File: src/rtl/syn_harness_seq_pkg.sv
// Shared types and constants for the synthesis-harness sequencer.
// State encodings, default widths and the counter-width helper.
package syn_harness_seq_pkg;

   typedef enum logic [1:0] {
      ST_IDLE    = 2'd0,
      ST_LOAD    = 2'd1,
      ST_RUN     = 2'd2,
      ST_CAPTURE = 2'd3
   } state_t;

   localparam int DEF_IN_WIDTH       = 256;
   localparam int DEF_TIMEOUT_CYCLES = 65536;

   // Counter must hold the larger of the shift length and the watchdog limit.
   function automatic int cnt_width(input int in_width, input int timeout_cycles);
      int m;
      m = (in_width > timeout_cycles) ? in_width : timeout_cycles;
      return $clog2(m + 1);
   endfunction

endpackage

File: src/rtl/syn_harness_counter.sv
// Up-counter with async reset, synchronous clear, enable and a
// terminal-count compare. Shared by the LOAD shift count and the RUN watchdog.
module syn_harness_counter
   import syn_harness_seq_pkg::*;
#(
   parameter int WIDTH = 8
) (
   input  logic             clock,
   input  logic             clear,
   input  logic             sclr,
   input  logic             en,
   input  logic [WIDTH-1:0] term,
   output logic [WIDTH-1:0] cnt,
   output logic             at_term
);

   // Synchronous clear has priority over counting.
   always_ff @(posedge clock or posedge clear) begin
      if (clear)
         cnt <= '0;
      else if (sclr)
         cnt <= '0;
      else if (en)
         cnt <= cnt + 1'b1;
   end

   assign at_term = (cnt == term);

endmodule

File: src/rtl/syn_harness_seq.sv
// Sequencer for the FPGA synthesis harness: shifts IN_WIDTH bits into the
// input harness, pulses the core start, waits for done, then enables one
// capture into the output harness.
// Optional RUN-state watchdog: define SYN_HARNESS_TIMEOUT_EN.
module syn_harness_seq
   import syn_harness_seq_pkg::*;
#(
   parameter int IN_WIDTH       = DEF_IN_WIDTH,
   parameter int TIMEOUT_CYCLES = DEF_TIMEOUT_CYCLES
) (
   input  logic clock,
   input  logic clear,
   input  logic start,
   output logic shift_en,
   output logic dut_start,
   input  logic dut_done,
   output logic capture_en,
   output logic busy,
   output logic done,
   output logic timeout
);

   localparam int CNT_WIDTH = cnt_width(IN_WIDTH, TIMEOUT_CYCLES);
   localparam logic [CNT_WIDTH-1:0] LOAD_LAST = CNT_WIDTH'(IN_WIDTH - 1);

   state_t               state_q, state_d;
   logic                 start_q;
   logic                 accept;
   logic                 first_run;
   logic                 cnt_en;
   logic                 cnt_sclr;
   logic                 at_term;
   logic [CNT_WIDTH-1:0] cnt;
   logic [CNT_WIDTH-1:0] term;
   logic                 done_q;

   assign accept    = start & ~start_q & (state_q == ST_IDLE);
   // The counter is zero only on the first RUN cycle, which marks the start pulse.
   assign first_run = (state_q == ST_RUN) && (cnt == '0);
   // Any state change restarts the count from zero for the new state.
   assign cnt_sclr  = (state_d != state_q);

`ifdef SYN_HARNESS_TIMEOUT_EN
   localparam logic [CNT_WIDTH-1:0] RUN_LAST = CNT_WIDTH'(TIMEOUT_CYCLES - 1);
   assign term = (state_q == ST_RUN) ? RUN_LAST : LOAD_LAST;
`else
   assign term = LOAD_LAST;
`endif

   syn_harness_counter #(.WIDTH(CNT_WIDTH)) u_cnt (
      .clock   (clock),
      .clear   (clear),
      .sclr    (cnt_sclr),
      .en      (cnt_en),
      .term    (term),
      .cnt     (cnt),
      .at_term (at_term)
   );

   // State register, start edge history and sticky completion flag.
   always_ff @(posedge clock or posedge clear) begin
      if (clear) begin
         state_q <= ST_IDLE;
         start_q <= 1'b0;
         done_q  <= 1'b0;
      end else begin
         state_q <= state_d;
         start_q <= start;
         if (accept)
            done_q <= 1'b0;
         else if (state_q == ST_CAPTURE)
            done_q <= 1'b1;
      end
   end

   // Next-state and counter enable; done is ignored on the first RUN cycle.
   always_comb begin
      state_d = state_q;
      cnt_en  = 1'b0;
      case (state_q)
         ST_IDLE: begin
            if (accept)
               state_d = ST_LOAD;
         end
         ST_LOAD: begin
            cnt_en = 1'b1;
            if (at_term)
               state_d = ST_RUN;
         end
         ST_RUN: begin
`ifdef SYN_HARNESS_TIMEOUT_EN
            cnt_en = 1'b1;
            if (!first_run && dut_done)
               state_d = ST_CAPTURE;
            else if (at_term)
               state_d = ST_IDLE;
`else
            // Step off zero once so the start pulse is a single cycle.
            cnt_en = first_run;
            if (!first_run && dut_done)
               state_d = ST_CAPTURE;
`endif
         end
         ST_CAPTURE: state_d = ST_IDLE;
         default:    state_d = ST_IDLE;
      endcase
   end

`ifdef SYN_HARNESS_TIMEOUT_EN
   logic timeout_q;

   // Sticky watchdog flag: set when RUN expires without done, cleared on accept.
   always_ff @(posedge clock or posedge clear) begin
      if (clear)
         timeout_q <= 1'b0;
      else if (accept)
         timeout_q <= 1'b0;
      else if (state_q == ST_RUN && state_d == ST_IDLE)
         timeout_q <= 1'b1;
   end

   assign timeout = timeout_q;
`else
   assign timeout = 1'b0;
`endif

   assign shift_en   = (state_q == ST_LOAD);
   assign dut_start  = first_run;
   assign capture_en = (state_q == ST_CAPTURE);
   assign busy       = (state_q != ST_IDLE);
   assign done       = done_q;

endmodule
File: config.mk
export PLATFORM = sky130hd
export DESIGN_NAME = syn_harness_seq
export DESIGN_NICKNAME = d
export VERILOG_FILES = /design/src/rtl/syn_harness_seq_pkg.sv /design/src/rtl/syn_harness_counter.sv /design/src/rtl/syn_harness_seq.sv
export SDC_FILE = /design/constraint.sdc
export NUM_CORES = 1
export LEC_CHECK = 0
export CORE_MARGIN = 8
export CORE_UTILIZATION = 57
export CTS_CLUSTER_DIAMETER = 50
export DETAILED_ROUTE_END_ITERATION = 10
export GPL_ROUTABILITY_DRIVEN = 0
export PLACE_DENSITY_LB_ADDON = 0.2
export SYNTH_ARGS = -nofsm -noshare
export SYNTH_HDL_FRONTEND = slang
export SYNTH_SLANG_ARGS = --single-unit
File: constraint.sdc
create_clock -name clock -period 2.7 [get_ports clock]
set_clock_uncertainty 0.05 [all_clocks]
set_input_delay 0.27 -clock clock [delete_from_list [all_inputs] [get_ports clock]]
set_output_delay 0.27 -clock clock [all_outputs]
set_load 0.01 [all_outputs]
== Word level (Yosys, flattened, before mapping) ==
Index checks and enable logic that the tools add are counted.

* Register bits: 21
* Output and inout port bits: 6

* Add/subtract/negate cells: 1
* Eq/ne operators: 5
* Multiplexer cells: 9
* Bitwise logic cells: 3
* Reduce and logical (&&, ||, !) cells: 8

{| class="wikitable"
|+ Operators with widths
! cell !! count
|-
| $mux 17 || 2
|-
| $add 17x1->17 const B || 1
|-
| $eq 17x8->1 const B || 1
|-
| $logic_not 17->1 || 1
|-
| $pmux 2 s4 || 1
|-
| $mux 2 || 3
|-
| $reduce_bool 2->1 || 3
|-
| $eq 2x2->1 const B || 2
|-
| $and 1x1->1 || 2
|-
| $eq 2x1->1 const B || 1
|-
| $logic_and 1x1->1 || 2
|-
| $logic_not 2->1 || 1
|-
| $mux 1 || 2
|-
| $ne 2x2->1 || 1
|-
| $pmux 1 s2 || 1
|-
| $logic_not 1->1 || 1
|-
| $not 1->1 || 1
|}

== Depth between registers and ports, before layout ==
* Word-level depth: 8
* Gate-level depth with buffers: 9
* Depth with buffers taken out: 7

== By module ==
A second synthesis with hierarchy kept.

* Cell total of the unflattened synthesis: 159
* Area, all modules: 1465.2 um2

{| class="wikitable"
|+ Modules (own cells, without submodules)
! module !! times used !! cells an instance !! area each (um2)
|-
| syn_harness_counter || 1 || 112 || 1074.8
|-
| syn_harness_seq || 1 || 47 || 390.4
|}

== Least setup slack after synthesis ==
Ideal clock, no wire load.

* Path kind: register to register
* From: register state_q[0]
* To: register u_cnt.cnt[10]
* Arrival time: 1903 ps
* Data required time: 2564 ps
* Setup slack: 661 ps
* Cell stages (with the launch flop): 10
* Buffers on the path: 2
* Period minus slack after synthesis: 2039 ps
* Cells stage by stage: dfrtp_1 inv_1 ha_1 clkbuf_1 nand4b_1 o31ai_1 a221oi_1 nand3b_1 buf_2 nor3_1

* Cells in the longest elaborated chain, start to end: 8
* Elaborated cells between the ends (all ways): 16

{| class="wikitable"
|+ Ends and longest elaborated chain
! element !! RTL line !! source
|-
| start: declaration || syn_harness_seq.sv:26 || <nowiki>state_t state_q, state_d;</nowiki>
|-
| start signal: assignment || syn_harness_seq.sv:67 || <nowiki>state_q <= state_d;</nowiki>
|-
| $eq 2x2->1 || syn_harness_seq.sv:39, syn_harness_seq.sv:80 ||
|-
| $logic_and 1x1->1 || syn_harness_seq.sv:39 || <nowiki>assign first_run = (state_q == ST_RUN) && (cnt == '0);</nowiki>
|-
| $logic_not 1->1 || syn_harness_seq.sv:100 || <nowiki>if (!first_run && dut_done)</nowiki>
|-
| $logic_and 1x1->1 || syn_harness_seq.sv:100 ||
|-
| $mux 2 || syn_harness_seq.sv:100 ||
|-
| $pmux 2 s4 || syn_harness_seq.sv:80 || <nowiki>case (state_q)</nowiki>
|-
| $ne 2x2->1 || syn_harness_seq.sv:41 || <nowiki>assign cnt_sclr = (state_d != state_q);</nowiki>
|-
| $mux 17 or $reduce_bool 2->1 (tied branches) || -- ||
|-
| end signal: assignment || syn_harness_counter.sv:24 || <nowiki>cnt <= cnt + 1'b1;</nowiki>
|-
| end: declaration || syn_harness_counter.sv:13 || <nowiki>output logic [WIDTH-1:0] cnt,</nowiki>
|}

Several ways; a longest one is shown, not always the timed one.
A chain may end at the register's enable or synchronous reset.

== Final worst setup path ==
* From: register state_q[0]
* To: output port dut_start

* Cells in the longest elaborated chain, start to end: 2

{| class="wikitable"
|+ Ends and longest elaborated chain
! element !! RTL line !! source
|-
| $eq 2x2->1 || syn_harness_seq.sv:39 ||
|-
| $logic_and 1x1->1 || syn_harness_seq.sv:39 ||
|-
| end: declaration || syn_harness_seq.sv:15 || <nowiki>output logic dut_start,</nowiki>
|}

No other way between the ends.

==> flow_summary.json <==
{
  "outcome": "completed",
  "drive_gt1_share_pct": 7.84,
  "grt_pass1_vias": 1072,
  "rsz0062_at_grt": "no",
  "netlist_area_um2": 1330,
  "finalNonFillerCells": 181,
  "areaGrowthSynthToFinish_pct": 8.10,
  "insertedDiodeCount": 0,
  "timing.rr.start": "state_q[0]",
  "critical_path_peak_fanout": 7,
  "regToRegEndpoint": "u_cnt.cnt[16]",
  "io_buffer_count": 8,
  "cts-buffers-inserted": 3,
  "worstMarginPinSlew_ns": 0.778,
  "route.met2.wl_um": 1230,
  "finish.net_count": 165,
  "power_density_relative_to_cell_area_nw_per_um2": 575,
  "final_core_util_pct": 64.9,
  "yosysWarningCount": 0,
  "detailed_route_drc_error_count": 0,
  "fmax_mhz": 404,
  "power_leakage_uw": 0.000574,
  "report.final.slew_viol_count": 0,
  "irDropWorstVdd_mv": 0.605,
  "floorplan.core_area_um2": 2210,
  "synthArstFlopShare_pct": 100,
  "dr_total_vias": 1093,
  "placed_cell_count": 177,
  "timing.critical_path.to_type": "output pin",
  "seq_area_frac_synth_pct": 39.5,
  "die_area_um2": 4130,
  "sum_of_routed_wire_length_over_all_layers_um": 2660,
  "cts_resized": 0,
  "grt_max_degree": 22,
  "worstPathRequired_ns": 2.38,
  "clock_tree.root_cell": "sky130_fd_sc_hd__clkbuf_4",
  "postSynthCellCount": 148,
  "grt_first_pass_wirelength_um": 4730,
  "die_w_um": 64.3,
  "initialDrtViolationCount": 36,
  "boundary_pins": 10,
  "regToRegSetupSlack_ns": 0.45,
  "cts_tree": "yes",
  "cts_hold_repair.buffers": 0,
  "fin_crit_sh_pct": 91.7,
  "synth.distinct_cells": 37,
  "synth_ff_type": "sky130_fd_sc_hd__dfrtp_1",
  "area_share_of_the_largest_cell_type_after_synthesis_pct": 39.5,
  "antenna_left": 0,
  "wl_per_cell_um": 14.7,
  "synth_area_leader_cell": "sky130_fd_sc_hd__dfrtp_1",
  "synth.net_count": 159,
  "post_synth_main_area_contributors": "sky130_fd_sc_hd__dfrtp_1, sky130_fd_sc_hd__nor3_1, sky130_fd_sc_hd__xnor2_1, sky130_fd_sc_hd__ha_1, sky130_fd_sc_hd__inv_1",
  "route.top_layer_used": "met4",
  "postSynthAreaPerCell_um2": 8.98,
  "wl_met3_um": 115,
  "clock-sinks": 21,
  "worst-setup-path-type": "reg2out",
  "timing.reg2reg.worst_path_depth": 7,
  "detail_route.vias_per_cell": 6.04,
  "initial_core_util_pct": 60.1,
  "number_of_enable_flip_flop_cells_after_synthesis": 0,
  "maxCapViolations": 0,
  "final_count_of_hold_timing_violations": 0,
  "placement_rows": 17,
  "setup_viol": 0,
  "clkSlewWorstSetupHoldPaths_ns": 0.12,
  "max_slew_margin_pct": 48.1,
  "postCtsSetupRepairBufs": 0,
  "path_class_of_the_lowest_slack_min_delay_path": "in2async",
  "globalRouteOverflowTotal": 0,
  "synth.ff_latch_count": 21,
  "layout_min_cycle_time_ns": 2.47,
  "route.layer.met1.wl_um": 1250,
  "cts.path.max_buffers": 2,
  "grt.total_usage_pct": 14.0,
  "tns_ns": 0,
  "crit_path_start_kind": "flop",
  "timing.critical_path.arrival_ns": 2.15,
  "antenna_found_initial": 0,
  "dp.final_hpwl_um": 1970,
  "n_fill_cell": 199,
  "drt_pre_antenna_iters": 4,
  "clkLatencyLatePin_ns": 0.31,
  "die_height_um": 64.3,
  "cts.htree.levels": 1
}
==> cell usage after synthesis (2+ instances only) <==
master                     number
sky130_fd_sc_hd__dfrtp_1       21
sky130_fd_sc_hd__nor3_1        20
sky130_fd_sc_hd__inv_1         14
sky130_fd_sc_hd__xnor2_1       11
sky130_fd_sc_hd__nor2_1        10
sky130_fd_sc_hd__nand2_1        8
sky130_fd_sc_hd__ha_1           7
sky130_fd_sc_hd__nand3_1        5
sky130_fd_sc_hd__nand4_1        5
sky130_fd_sc_hd__o21ai_0        5
sky130_fd_sc_hd__a211oi_1       4
sky130_fd_sc_hd__clkbuf_1       4
sky130_fd_sc_hd__buf_4          3
sky130_fd_sc_hd__nor4_1         3
sky130_fd_sc_hd__o31ai_1        3
sky130_fd_sc_hd__nand3b_1       2
sky130_fd_sc_hd__or2_2          2
sky130_fd_sc_hd__or4_1          2
==> cells by family (layout without fill, tap and decap cells) <==
group	count (synthesis)	count (layout)	synth area share, %
flip-flops	21	21	39.5
XOR/XNOR	12	12	7.91
AND/OR/NAND/NOR	64	64	26.3
other	1	1	0.282
adder cells (fa/ha/maj)	7	7	6.59
AO/OA/AOI/OAI	21	21	12.2
buffers and inverters	22	27	7.16
==> state kept, by name, indices dropped and copies added (netlist names) <==
signal / count
u_cnt.cnt: 17
state_q: 2
done: 1
start_q: 1
==> power breakdown <==
group          internal [uW]  switching [uW]
sequential               335            28.3
clock                   55.4            98.0
combinational            121             188
==> final cells by class <==
cell class	instances	area [um^2]	share of cell area, %
Inverter	14	52.6	3.66
Tap cell	28	35.0	2.44
Multi-Input combinational cell	105	708	49.3
Clock buffer	3	22.5	1.57
Sequential cell	21	526	36.6
Timing Repair Buffer	9	87.6	6.10
Clock inverter	1	5.00	0.348
==> worst max-delay path by stage <==
| stage | start | end | slack [ns] | cells after the start |
|---|---|---|---|---|
| 6_report | state_q[0] | dut_start | 0.23 | 5 |
| 5_1_grt | state_q[0] | dut_start | 0.02 | 5 |
| 4_1_cts | state_q[0] | dut_start | 0.21 | 5 |
| 3_5_place_dp | u_cnt.cnt[8] | u_cnt.cnt[12] | 0.45 | 5 |
| 3_3_place_gp | u_cnt.cnt[8] | u_cnt.cnt[9] | 0.50 | 5 |
| 2_1_floorplan | state_q[0] | u_cnt.cnt[10] | 0.66 | 9 |
==> cells in the final DEF (no fill, tap or decap), types with 2 or more instances in the layout <==
master / count
sky130_fd_sc_hd__nor2_1: 10
sky130_fd_sc_hd__dfrtp_1: 21
sky130_fd_sc_hd__clkdlybuf4s50_1: 8
sky130_fd_sc_hd__nor4_1: 3
sky130_fd_sc_hd__nand3_1: 5
sky130_fd_sc_hd__or2_2: 2
sky130_fd_sc_hd__nand2_1: 8
sky130_fd_sc_hd__o21ai_0: 5
sky130_fd_sc_hd__nand4_1: 5
sky130_fd_sc_hd__clkbuf_4: 3
sky130_fd_sc_hd__ha_1: 7
sky130_fd_sc_hd__xnor2_1: 11
sky130_fd_sc_hd__inv_1: 14
sky130_fd_sc_hd__nor3_1: 20
sky130_fd_sc_hd__o31ai_1: 3
sky130_fd_sc_hd__a211oi_1: 4
sky130_fd_sc_hd__nand3b_1: 2
sky130_fd_sc_hd__or4_1: 2
==> routing by layer <==
metal / global-route usage (%) / vias up
li1: - / 536
met1: 17.1 / 518
met2: 22.6 / 32
met3: 3.14 / 7
met4: 6.81 / 0
met5: 0 / -
==> worst max-delay path, stage by stage, from the launching register on <==
cell and delay [ns]:
sky130_fd_sc_hd__dfrtp_1 0.47, sky130_fd_sc_hd__inv_1 0.15, sky130_fd_sc_hd__ha_1 0.27, sky130_fd_sc_hd__nand4_1 0.21
sky130_fd_sc_hd__nor2_1 0.18, sky130_fd_sc_hd__clkdlybuf4s50_1 0.58
==> stage by stage <==
| step | hold WS [ns] | cell area (um^2) | setup WS (ns) | power (uW) |
|---|---|---|---|---|
| after floorplan | 0.197 | 1330 | 0.661 | 599 |
| after global placement | 0.427 | 1410 | 0.504 | 671 |
| after detailed placement | 0.438 | 1410 | 0.454 | 678 |
| after CTS | 0.375 | 1440 | 0.211 | 835 |
| after global routing | 0.404 | 1440 | 0.0240 | 891 |
| final | 0.339 | 1440 | 0.225 | 826 |
No activity file was read; power rests on OpenSTA's default activity.
